$ cat config.mk
export PLATFORM = sky130hd
export DESIGN_NAME = mem_arbiter_flat
export DESIGN_NICKNAME = d
export VERILOG_FILES = /design/src/rtl/mem_arbiter_if.sv /design/src/rtl/mem_arbiter.sv /design/src/flat_wrapper.sv
export SDC_FILE = /design/constraint.sdc
export NUM_CORES = 1
export LEC_CHECK = 0
export CAP_MARGIN = 20
export CORE_ASPECT_RATIO = 0.5
export CORE_MARGIN = 4
export CORE_UTILIZATION = 36
export CTS_BUF_LIST = sky130_fd_sc_hd__clkbuf_4
export CTS_CLUSTER_SIZE = 20
export DETAILED_ROUTE_END_ITERATION = 10
export PLACE_DENSITY = 0.79
export REMOVE_ABC_BUFFERS = 1
export SYNTH_ARGS = -nofsm -noshare
export SYNTH_HDL_FRONTEND = slang
export SYNTH_SLANG_ARGS = --single-unit
$ cat constraint.sdc
create_clock -name clk -period 1.7 [get_ports clk]
set_clock_uncertainty 0.15 [all_clocks]
set_input_delay 0.425 -clock clk [delete_from_list [all_inputs] [get_ports clk]]
set_output_delay 0.425 -clock clk [all_outputs]
set_load 0.01 [all_outputs]
$ cat src/rtl/mem_arbiter_if.sv
// Bundle of requester ports and RAM command/response signals for mem_arbiter.
// The slave modport is the arbiter; master is the environment (both requesters plus the RAM).
interface mem_arbiter_if;
  logic        req0;
  logic        req1;
  logic [8:0]  addr0;
  logic [8:0]  addr1;
  logic        rw0;
  logic        rw1;
  logic [1:0]  size0;
  logic [1:0]  size1;
  logic [31:0] wdata0;
  logic [31:0] wdata1;
  logic        ack0;
  logic        ack1;
  logic        err;
  logic [31:0] rdata;
  logic        ramMFA;
  logic        ramRW;
  logic [8:0]  ramAddress;
  logic [1:0]  ramDataSize;
  logic [31:0] ramDataIn;
  logic [31:0] ramDataOut;
  logic        ramMFC;

  modport slave (
    input  req0, req1, addr0, addr1, rw0, rw1, size0, size1, wdata0, wdata1,
    input  ramDataOut, ramMFC,
    output ack0, ack1, err, rdata,
    output ramMFA, ramRW, ramAddress, ramDataSize, ramDataIn
  );

  modport master (
    output req0, req1, addr0, addr1, rw0, rw1, size0, size1, wdata0, wdata1,
    output ramDataOut, ramMFC,
    input  ack0, ack1, err, rdata,
    input  ramMFA, ramRW, ramAddress, ramDataSize, ramDataIn
  );
endinterface

$ cat src/rtl/mem_arbiter.sv
// Two-port round-robin arbiter in front of a single MFA/MFC handshake RAM.
// Every output is a register or a decode of registered state, so no input reaches an output combinationally.
module mem_arbiter #(
  parameter int unsigned TIMEOUT = 15
) (
  input logic          clk,
  input logic          reset,
  mem_arbiter_if.slave bus
);

  typedef enum logic [1:0] {
    IDLE   = 2'd0,
    ACCESS = 2'd1,
    RESP   = 2'd2
  } state_t;

  localparam logic [7:0] TIMEOUT_CNT = TIMEOUT[7:0];

  state_t      state;
  state_t      state_next;
  logic        any_req;
  logic        winner;
  logic        owner;
  logic        last_grant;
  logic [7:0]  count;
  logic        rw_q;
  logic [8:0]  addr_q;
  logic [1:0]  size_q;
  logic [31:0] wdata_q;
  logic [31:0] rdata_q;
  logic        err_q;

  // On a tie the port that did not win last time goes first.
  always_comb begin
    any_req = bus.req0 | bus.req1;
    winner  = 1'b0;
    if (bus.req0 && bus.req1) begin
      winner = ~last_grant;
    end else if (bus.req1) begin
      winner = 1'b1;
    end
  end

  always_ff @(posedge clk) begin
    if (reset) begin
      state <= IDLE;
    end else begin
      state <= state_next;
    end
  end

  always_comb begin
    state_next = state;
    case (state)
      IDLE: begin
        if (any_req) begin
          state_next = ACCESS;
        end
      end
      ACCESS: begin
        if (bus.ramMFC || count == TIMEOUT_CNT) begin
          state_next = RESP;
        end
      end
      RESP: begin
        state_next = IDLE;
      end
      default: begin
        state_next = IDLE;
      end
    endcase
  end

  // Command fields are captured once at grant time so requester activity during the access cannot leak to the RAM.
  always_ff @(posedge clk) begin
    if (reset) begin
      owner      <= 1'b0;
      last_grant <= 1'b1;
      count      <= '0;
      rw_q       <= 1'b1;
      addr_q     <= '0;
      size_q     <= '0;
      wdata_q    <= '0;
      rdata_q    <= '0;
      err_q      <= 1'b0;
    end else begin
      case (state)
        IDLE: begin
          if (any_req) begin
            owner      <= winner;
            last_grant <= winner;
            count      <= 8'd1;
            rw_q       <= winner ? bus.rw1    : bus.rw0;
            addr_q     <= winner ? bus.addr1  : bus.addr0;
            size_q     <= winner ? bus.size1  : bus.size0;
            wdata_q    <= winner ? bus.wdata1 : bus.wdata0;
          end
        end
        ACCESS: begin
          // A completion on the final allowed cycle still counts as success.
          if (bus.ramMFC) begin
            rdata_q <= bus.ramDataOut;
            err_q   <= 1'b0;
          end else if (count == TIMEOUT_CNT) begin
            rdata_q <= '0;
            err_q   <= 1'b1;
          end else begin
            count <= count + 8'd1;
          end
        end
        default: begin
        end
      endcase
    end
  end

  assign bus.ramMFA      = (state == ACCESS);
  assign bus.ramRW       = rw_q;
  assign bus.ramAddress  = addr_q;
  assign bus.ramDataSize = size_q;
  assign bus.ramDataIn   = wdata_q;
  assign bus.ack0        = (state == RESP) && !owner;
  assign bus.ack1        = (state == RESP) && owner;
  assign bus.err         = err_q;
  assign bus.rdata       = rdata_q;

endmodule
$ cat src/flat_wrapper.sv
// flat-port wrapper written by rule: the top's interface ports become plain ports
module mem_arbiter_flat 
#(
  parameter int unsigned TIMEOUT = 15
)
  (clk, reset, bus_req0, bus_req1, bus_addr0, bus_addr1, bus_rw0, bus_rw1, bus_size0, bus_size1, bus_wdata0, bus_wdata1, bus_ramDataOut, bus_ramMFC, bus_ack0, bus_ack1, bus_err, bus_rdata, bus_ramMFA, bus_ramRW, bus_ramAddress, bus_ramDataSize, bus_ramDataIn);
  mem_arbiter_if bus_i ();
  input logic clk;
  input logic reset;
  input wire logic [$bits(bus_i.req0)-1:0] bus_req0;
  input wire logic [$bits(bus_i.req1)-1:0] bus_req1;
  input wire logic [$bits(bus_i.addr0)-1:0] bus_addr0;
  input wire logic [$bits(bus_i.addr1)-1:0] bus_addr1;
  input wire logic [$bits(bus_i.rw0)-1:0] bus_rw0;
  input wire logic [$bits(bus_i.rw1)-1:0] bus_rw1;
  input wire logic [$bits(bus_i.size0)-1:0] bus_size0;
  input wire logic [$bits(bus_i.size1)-1:0] bus_size1;
  input wire logic [$bits(bus_i.wdata0)-1:0] bus_wdata0;
  input wire logic [$bits(bus_i.wdata1)-1:0] bus_wdata1;
  input wire logic [$bits(bus_i.ramDataOut)-1:0] bus_ramDataOut;
  input wire logic [$bits(bus_i.ramMFC)-1:0] bus_ramMFC;
  output wire logic [$bits(bus_i.ack0)-1:0] bus_ack0;
  output wire logic [$bits(bus_i.ack1)-1:0] bus_ack1;
  output wire logic [$bits(bus_i.err)-1:0] bus_err;
  output wire logic [$bits(bus_i.rdata)-1:0] bus_rdata;
  output wire logic [$bits(bus_i.ramMFA)-1:0] bus_ramMFA;
  output wire logic [$bits(bus_i.ramRW)-1:0] bus_ramRW;
  output wire logic [$bits(bus_i.ramAddress)-1:0] bus_ramAddress;
  output wire logic [$bits(bus_i.ramDataSize)-1:0] bus_ramDataSize;
  output wire logic [$bits(bus_i.ramDataIn)-1:0] bus_ramDataIn;
  assign bus_i.req0 = bus_req0;
  assign bus_i.req1 = bus_req1;
  assign bus_i.addr0 = bus_addr0;
  assign bus_i.addr1 = bus_addr1;
  assign bus_i.rw0 = bus_rw0;
  assign bus_i.rw1 = bus_rw1;
  assign bus_i.size0 = bus_size0;
  assign bus_i.size1 = bus_size1;
  assign bus_i.wdata0 = bus_wdata0;
  assign bus_i.wdata1 = bus_wdata1;
  assign bus_i.ramDataOut = bus_ramDataOut;
  assign bus_i.ramMFC = bus_ramMFC;
  assign bus_ack0 = bus_i.ack0;
  assign bus_ack1 = bus_i.ack1;
  assign bus_err = bus_i.err;
  assign bus_rdata = bus_i.rdata;
  assign bus_ramMFA = bus_i.ramMFA;
  assign bus_ramRW = bus_i.ramRW;
  assign bus_ramAddress = bus_i.ramAddress;
  assign bus_ramDataSize = bus_i.ramDataSize;
  assign bus_ramDataIn = bus_i.ramDataIn;
  mem_arbiter #(.TIMEOUT(TIMEOUT)) u_core (.clk(clk), .reset(reset), .bus(bus_i));
endmodule
==> results.cfg <==
[die]
coreArea_um2 = 9600
dieArea_um2 = 11800
die_h_um = 78.7
rows = 25
pin_count = 205
die_x_um = 149
initial_core_util_pct = 37.5

[outcome]
violations = setup timing
status = finished, violations left

[route]
drt_pass1_iterations = 4
wl_per_cell_um = 16.2
drt_iter0_markers = 101
vias = 3506
avgViaCountPerCell = 4.92
drtAntennaViolNets = 0
wl_um = 11500
drc = 0

[yosys]
ys_seq_area_share_pct = 49.5
async_flop_share_pct = 0
ys_ff_latch = 89
syn_avg_cell_area_um2 = 10.4
yosys_warnings = 0
yosysUniqueCellTypes = 43
synth_area_um2 = 3600
netlist_instances = 346
synth_edf_count = 0
synthFlopType = dfxtp_1

[layout]
regArea_um2 = 1800
area_delta_synth_final_pct = 76.2
drive_gt1_share_pct = 18.0
diodes = 0
finalNonFillerCells = 712
layout.nets = 698
multi_input_area_um2 = 1760
fillers = 774

[sta]
period_minus_slack_ns = 1.87
fin_crit_sh_pct = 110
relSlewSlack_pct = 72.6
rsz0062_at_grt = true
slew_viol_final = 0
fmax_ghz = 0.534
worst_slack_ns = -0.171
setup_violations = 41
setup_tns_ns = -4.45
worstMarginPinSlew_ns = 0.411
hold_violations = 0

[worst_hold_path]
hold_path.class = in -> reg

[power]
cellPowerDensity_nw_per_um2 = 790
leakage_nw = 2.64
peakVddDrop_v = 0.000413

[setup_path]
critical-path-top-delay-family = simple AND/OR/NAND/NOR gates
max_stage_delay_ns = 0.56
cp.required_ns = 1.85
cp.arrival_ns = 2.02
cpMostUsedCell = buf_6
crit_slowest_cell = or4_4
worst-path-buf-inv = 3
cp-end-kind = flip-flop
crit_type = reg -> reg
startpoint_type = flip-flop
cp_max_fo = 3
path_cells = or4_4 > buf_6 > o21ai_4 > buf_6 > buf_4 > or3_4 > a21oi_1

[grt]
grt_pass1_wl_um = 18300
grt_pass1_vias = 3608
grt_start_max_net_pins = 33
antenna_found_initial = 0
grtUsageTotal_pct = 19.4
overflow = 0

[clock_tree]
cts_sinks = 89
cts_hold_buf = 0
cts_root_buffer = clkbuf_4
clkTransAtPathRegs_ns = 0.14
h-tree-depth = 3
cts_tree = yes
numCtsBuffers = 9
ctsLongestPathBuffers = 2
clock_latency_ns = 0.41

[flow_run]
maxCapViolations = 0

[place]
place_congestion = 0.760
port_buffers = 204
dp_cells = 684
post-dp-hpwl_um = 8150
cells in the mapped netlist (2+ instances only):
library cell,n,area (um^2)
o21a_1,3,22.5
o211ai_1,2,15.0
nor2_1,48,180
a21oi_1,6,30.0
clkbuf_1,15,56.3
buf_4,2,15.0
or3_1,2,12.5
a31oi_1,2,12.5
buf_2,9,45.0
nor3_1,2,10.0
inv_1,2,7.51
nand2_1,9,33.8
buf_6,3,33.8
dfxtp_1,89,1780
a22o_1,32,280
a211oi_1,44,330
or4_1,2,15.0
nand3_1,5,25.0
mux2i_1,45,450
placed cells by master, fill, tap and decap left out, drive strengths merged, types with 3 or more instances in the layout:
cell / count
a21oi: 7
nand3: 6
nand2: 10
clkdlybuf4s50: 121
or4: 3
dfxtp: 89
a211oi: 44
o21a: 3
dlygate4sd2: 36
clkdlybuf4s15: 34
nor2: 48
a22o: 32
mux2i: 45
clkbuf: 18
buf: 42
repair_timing:
action	4_1_cts	5_1_grt
endpoints found under the setup margin	119	137
buffers inserted	9	2
resized for setup	103	84
pin swaps	30	21
gates cloned	5	0
cell families after synthesis:
| group | after synthesis | synth area share [%] |
|---|---|---|
| buffers and inverters | 31 | 4.38 |
| AO/OA/AOI/OAI | 99 | 22.6 |
| adder cells (fa/ha/maj) | 1 | 0.347 |
| flip-flops | 89 | 49.5 |
| multiplexers | 45 | 12.5 |
| AND/OR/NAND/NOR | 81 | 10.7 |
cell type report:
class	count	share of cell area [%]
Tap cell	135	2.66
Inverter	2	0.118
Multi-Input combinational cell	226	27.8
Clock buffer	11	1.30
Sequential cell	89	28.4
Clock inverter	5	1.26
Timing Repair Buffer	244	38.5
state kept, by name, summed over array words and instances (netlist names):
| register | flops |
|---|---|
| u_core.count | 8 |
| u_core.bus.ramDataSize | 2 |
| u_core.bus.ramAddress | 9 |
| u_core.last_grant | 1 |
| u_core.bus.rdata | 32 |
| u_core.state | 2 |
| u_core.bus.err | 1 |
| u_core.bus.ramRW | 1 |
| u_core.bus.ramDataIn | 32 |
| u_core.owner | 1 |
path summary, 6_finish.rpt:
kind	start	end	slack (ns)	depth (start not counted)
worst max-delay path	u_core.count[4]$_SDFFE_PP0P_	u_core.count[2]$_SDFFE_PP0P_	-0.17	7
worst min-delay path	reset	u_core.state[1]$_SDFFE_PP0P_	0.19	2
worst max register to register	u_core.count[4]$_SDFFE_PP0P_	u_core.count[2]$_SDFFE_PP0P_	-0.17	7
worst min register to register	u_core.bus.ramRW$_SDFFE_PP1P_	u_core.bus.ramRW$_SDFFE_PP1P_	0.33	1
per-layer routing:
layer	vias to the layer above	routed length (um)	global-route usage [%]
met4	0	166	4.84
li1	1736	-	-
met3	14	998	6.96
met2	123	5860	36.1
met5	-	0	0
met1	1633	4510	21.2
report_power, final:
part           total (mW)  switching, mW  internal (mW)  leakage [nW]
Combinational        1.34          0.568          0.776          1.82
Sequential           2.35         0.0895           2.26         0.739
Clock                1.32          0.694          0.628        0.0831
metrics by stage:
| stage | instance area [um^2] | setup WS, ns | util, % | hold slack [ns] | power [mW] |
|---|---|---|---|---|---|
| after global routing | 6350 | -0.220 | 66.1 | 0.176 | 5.30 |
| after CTS | 6290 | -0.214 | 65.5 | 0.163 | 5.07 |
| final | 6350 | -0.171 | 66.1 | 0.195 | 5.01 |
| after global placement | 5960 | -0.434 | 62.0 | 0.309 | 3.69 |
| after detailed placement | 5960 | -0.462 | 62.0 | 0.312 | 3.72 |
| after floorplan | 3450 | -2.71 | - | 0.287 | 2.90 |
worst reg2reg max path, cell delays in order (launching register included):
cell and delay [ns]:
dfxtp_2 0.35, or4_4 0.56, buf_6 0.15, o21ai_4 0.15, buf_6 0.13, buf_4 0.11
or3_4 0.10, a21oi_1 0.05
(Power assumes the default switching activity.)
==> patch 1, RTL diff (config.mk and constraints unchanged) <==
Re-encode `state_t` (3 states) as one-hot, 3 bits wide.
--- a/src/rtl/mem_arbiter.sv
+++ b/src/rtl/mem_arbiter.sv
@@ -8,10 +8,10 @@
   mem_arbiter_if.slave bus
 );
 
-  typedef enum logic [1:0] {
-    IDLE   = 2'd0,
-    ACCESS = 2'd1,
-    RESP   = 2'd2
+  typedef enum logic [2:0] {
+    IDLE   = 3'b001,
+    ACCESS = 3'b010,
+    RESP   = 3'b100
   } state_t;
 
   localparam logic [7:0] TIMEOUT_CNT = TIMEOUT[7:0];
Formal check against the unedited RTL: same outputs for any inputs over 10 cycles, from zero or initial values and one cycle with reset high; not proved beyond that.
==> patch 1 against the unedited design <==
  * The flow still finishes with violations (setup timing)
  * Combinational power up 60%
  * Wire length up 24%
  * Synthesized area down 1.5%
  * Fmax down 1.8%
  * Power up 18%
  * Setup slack worse by 35 ps
  * Cell count up 4.9%
  * Die area down 1.3%
  * Sequential cell count up 1
  * Critical path depth up 2
  * Core utilization up 10 points
  * Final area up 15%
  * Largest cell class unchanged
  * Largest power group unchanged
==> patch 1: results (changes against the unedited design) <==
| Metric | Value |
|---|---|
| Outcome | finished, violations left |
| Failing checks | setup timing |
| Final worst slack | -206 ps (-34.9 ps) |
| First-pass GRT wire length | 20300 µm (+11%) |
| Largest net degree at the start of global routing | 30 (-9.1%) |
| Dpl hpwl | 8430 µm (+3.3%) |
| Vias per inst | 5.16 (+4.7%) |
| Sequential-to-total area share from yosys stat | 50.8% (+1.3 points) |
| Synth top area cells | dfxtp_1 51%, mux2i_1 12%, a211oi_1 9.5% |
| Placed Area | 5990 µm² (+0.55%) |
| Placer congestion estimate | 0.824 (+8.4%) |
| Drt initial violations | 148 (+47%) |
| Placement Setup Slack | -367 ps (+94.3 ps) |
| FFs w/ async S/R, synth | 0% (unchanged) |
| Synth warn | 0 (unchanged) |
| Final setup fails | 89 (+120%) |
| Maximum vdd drop | 484 µV (+17%) |
| P_sw | 0.00179 W (+33%) |
| Most frequent cells after synthesis | 90 x dfxtp_1, 50 x nor2_1, 45 x a211oi_1 |
| Clk pin slew, worst setup/hold paths | 140 ps (about the same) |
| Final TNS setup | -12990 ps (-8540 ps) |
| CP Max Fanout | 5 (+2) |
| Worst slew pin tran | 351 ps (-59.8 ps) |
| Cell variety after synth | 35 (-19%) |
| Leak Pwr | 2.93 nW (+11%) |
| Initial antenna violation count | 0 (unchanged) |
| Layout net count | 733 (+5.0%) |
| Critical Path AT | 2150 ps (+130 ps) |
| Power density relative to cell area | 815 nW/µm² (+3.2%) |
| Share of layout cells above drive strength 1 | 45.6% (+28 points) |
| Fill cells | 604 (-22%) |
| Vias in the first global route | 3939 (+9.2%) |
| Post-detailed-route wirelength per cell | 19.2 µm (+19%) |
| Worst skew pair latency | 450 ps (+40 ps) |
| GRT Total Usage | 22.0% (+2.6 points) |
patch 1: logic make-up after synthesis:
kind of cell / after synthesis / share of synthesized area (%)
DFF: 90 / 50.8
xor gates and xnor gates: 3 / 0.740
adders and majority gates: 1 / 0.352
muxes: 44 / 12.4
and+or+nand+nor: 75 / 10.4
buffers and inverters: 29 / 3.77
AOI/OAI and AO/OA: 99 / 21.6
patch 1: area by class of cell:
| cell class | count | share of cell area [%] |
|---|---|---|
| tap | 135 | 2.32 |
| multi-input combinational | 223 | 29.6 |
| clock buffer | 9 | 0.928 |
| sequential | 90 | 25.6 |
| clock inverter | 7 | 1.29 |
| inverter | 1 | 0.0515 |
| timing repair buffer | 282 | 40.3 |
patch 1: what timing repair did:
item,CTS,global route
resized for setup,180,221
endpoints found under the setup margin,161,164
pin swaps,20,39
cloned,13,8
buffers inserted,12,19
patch 1: path summary, 6_finish.rpt:
path                            slack [ps]                        to  cells past startpoint            startpoint
worst max-delay path                  -210  u_core.bus.ramDataIn[14]                      9       u_core.state[0]
worst min-delay path                   180  u_core.bus.ramAddress[8]                      2                 reset
worst max register to register        -210  u_core.bus.ramDataIn[14]                      9       u_core.state[0]
worst min register to register         330      u_core.bus.rdata[26]                      1  u_core.bus.rdata[26]
patch 1: per-stage QoR:
step / cells / power [W] / hold slack (ps)
3_5_place_dp: 686 / 0.00381 / 305
5_1_grt: 747 / 0.00619 / 166
2_1_floorplan: 313 / 0.00299 / 297
4_1_cts: 726 / 0.00567 / 123
6_report: 747 / 0.00594 / 182
3_3_place_gp: 686 / 0.00378 / 304
patch 1: worst max-delay path, stage by stage, from the launching register on:
cell and delay, ps:
dfxtp_4 420, buf_6 120, buf_6 100, nor3b_4 250
o21a_4 230, buf_12 130, buf_12 110, buf_16 110
nor2_1 50, a211oi_2 170
patch 1: metal layers:
metal	global-route usage (%)	routed length (µm)	up-vias
met3	7.27	740	33
met2	40.8	7600	132
met1	23.2	5580	1868
li1	-	-	1820
met5	0	0	-
met4	8.94	423	0
patch 1: power by group through the flow:
stage	Clock [W]	Combinational (W)	Sequential, W
2_1_floorplan	0	0.000480	0.00251
3_3_place_gp	0	0.00136	0.00242
3_5_place_dp	0	0.00138	0.00243
4_1_cts	0.00138	0.00189	0.00239
5_1_grt	0.00147	0.00226	0.00246
6_report	0.00135	0.00215	0.00244
==> patch 2, RTL diff (config.mk and constraints unchanged) <==
Made on the original files. `TIMEOUT` is set to 15 in 2 places; all go to 14.
--- a/src/rtl/mem_arbiter.sv
+++ b/src/rtl/mem_arbiter.sv
@@ -1,7 +1,7 @@
 // Two-port round-robin arbiter in front of a single MFA/MFC handshake RAM.
 // Every output is a register or a decode of registered state, so no input reaches an output combinationally.
 module mem_arbiter #(
-  parameter int unsigned TIMEOUT = 15
+  parameter int unsigned TIMEOUT = 14
 ) (
   input logic          clk,
   input logic          reset,
--- a/src/flat_wrapper.sv
+++ b/src/flat_wrapper.sv
@@ -1,7 +1,7 @@
 // flat-port wrapper written by rule: the top's interface ports become plain ports
 module mem_arbiter_flat 
 #(
-  parameter int unsigned TIMEOUT = 15
+  parameter int unsigned TIMEOUT = 14
 )
   (clk, reset, bus_req0, bus_req1, bus_addr0, bus_addr1, bus_rw0, bus_rw1, bus_size0, bus_size1, bus_wdata0, bus_wdata1, bus_ramDataOut, bus_ramMFC, bus_ack0, bus_ack1, bus_err, bus_rdata, bus_ramMFA, bus_ramRW, bus_ramAddress, bus_ramDataSize, bus_ramDataIn);
   mem_arbiter_if bus_i ();
Behaviour: same outputs for any inputs over 10 cycles, from zero or initial values and one cycle with reset high; that may be too few to reach the edited logic, so the function may still have changed.
==> patch 2 against the unedited design <==
  * The flow still finishes with violations (setup timing)
  * Wire length up 2.8%
  * Setup slack improved by 110 ps
  * Fmax is 6.3% higher
  * Count of clock-buffer cells in the layout is 2 lower
  * Sequential cell count did not move
  * Sequential share of layout area up 1.0 points
  * Synthesized area down 0.76%
  * Final area fell by 2.3%
  * Power is 0.26% higher
  * Critical path type unchanged
  * Largest cell class unchanged
  * Highest routed layer unchanged
==> patch 2: results (changes against the unedited design) <==
| Metric | Value |
|---|---|
| CP Max Fanout | 7 (+4) |
| Largest net degree at the start of global routing | 45 (+36%) |
| Adder-cell area share of the yosys netlist | 0.700% (+0.35 points) |
| Slowest stage delay, CP | 360 ps (-200 ps) |
| Fill cells | 801 (+3.5%) |
| Comb_multi_in | 227 (+0.44%) |
| Most frequent cells after synthesis | 89 x dfxtp_1, 47 x nor2_1, 45 x a211oi_1 |
| Vias | 3500 (-0.17%) |
| Cell variety after synth | 40 (-7.0%) |
| Final worst slack | -61.0 ps (+110 ps) |
| First-pass GRT wire length | 17700 µm (-3.2%) |
| Final setup fails | 37 (-9.8%) |
| Placer congestion estimate | 0.812 (+6.9%) |
| Vias in the first global route | 3404 (-5.7%) |
| Outcome | finished, violations left |
| Failing checks | setup timing |
| Critical path's slowest cell | dfxtp_2 |
| Sequential-to-total area share from yosys stat | 49.8% (+0.38 points) |
| Power Sequential | 0.00236 W |
| Non-clock buffers | 241 (-1.2%) |
| Leak Pwr | 2.55 nW (-3.5%) |
| Share of layout cells above drive strength 1 | 24.8% (+6.8 points) |
| Seq_cells | 89 (unchanged) |
| P_clk | 0.00137 W (+4%) |
| Dpl hpwl | 8290 µm (+1.7%) |
| Mux cell area share after synthesis | 12.3% (-0.18 points) |
| Slew margin rel. | 67.9% (-4.7 points) |
| Worst setup endpoint | u_core.count[7] |
| Post-synthesis compound-gate area fraction | 21.3% (-1.3 points) |
| Pwr Total | 0.00503 W (+0.26%) |
| Synth top area cells | dfxtp_1 50%, mux2i_1 12%, a211oi_1 9.5% |
| Internal Power | 0.00361 W (-1.6%) |
| Hold Path Depth | 3 (+1) |
| Maximum vdd drop | 488 µV (+18%) |
| Placed Instances | 685 (+0.15%) |
| Fraction of area in clock buffers and inverters | 2.74% (+0.18 points) |
| Routed WL | 11900 µm (+2.8%) |
| Non-clock buffering overhead | 36.5% (-2.0 points) |
| Register Area | 1830 µm² (+1.2%) |
| Worst skew pair latency | 440 ps (+30 ps) |
| R2r startpoint | u_core.count[0] |
| GRT Total Usage | 19.2% (-0.26 points) |
| Hold endpoint | u_core.last_grant |
| Inverters, non-clock | 3 (+1) |
| Critical Path AT | 1980 ps (-40 ps) |
==> patch 2: through the flow <==
stage	hold slack, ps	TNS (ps)	util [%]	worst slack (ps)	instance area, µm²
after floorplan	289	-139310	-	-2590	3420
after global placement	311	-24380	61.8	-365	5920
after detailed placement	313	-25770	61.8	-428	5920
after CTS	131	-3040	64.7	-142	6200
after global routing	139	-5150	64.8	-149	6200
final	151	-904	64.8	-61.0	6200
==> patch 2: timing repair <==
action	in CTS	in global routing
endpoints found under the setup margin	118	149
setup buffers	6	5
gates resized for setup	126	144
pin swaps	31	24
cloned	3	1
==> patch 2: routing by layer <==
metal | up-vias | routed length (µm) | global-route usage, %
li1 | 1747 | - | -
met1 | 1620 | 4640 | 20.9
met2 | 115 | 6210 | 35.1
met3 | 18 | 824 | 7.04
met4 | 0 | 191 | 5.48
met5 | - | 0 | 0
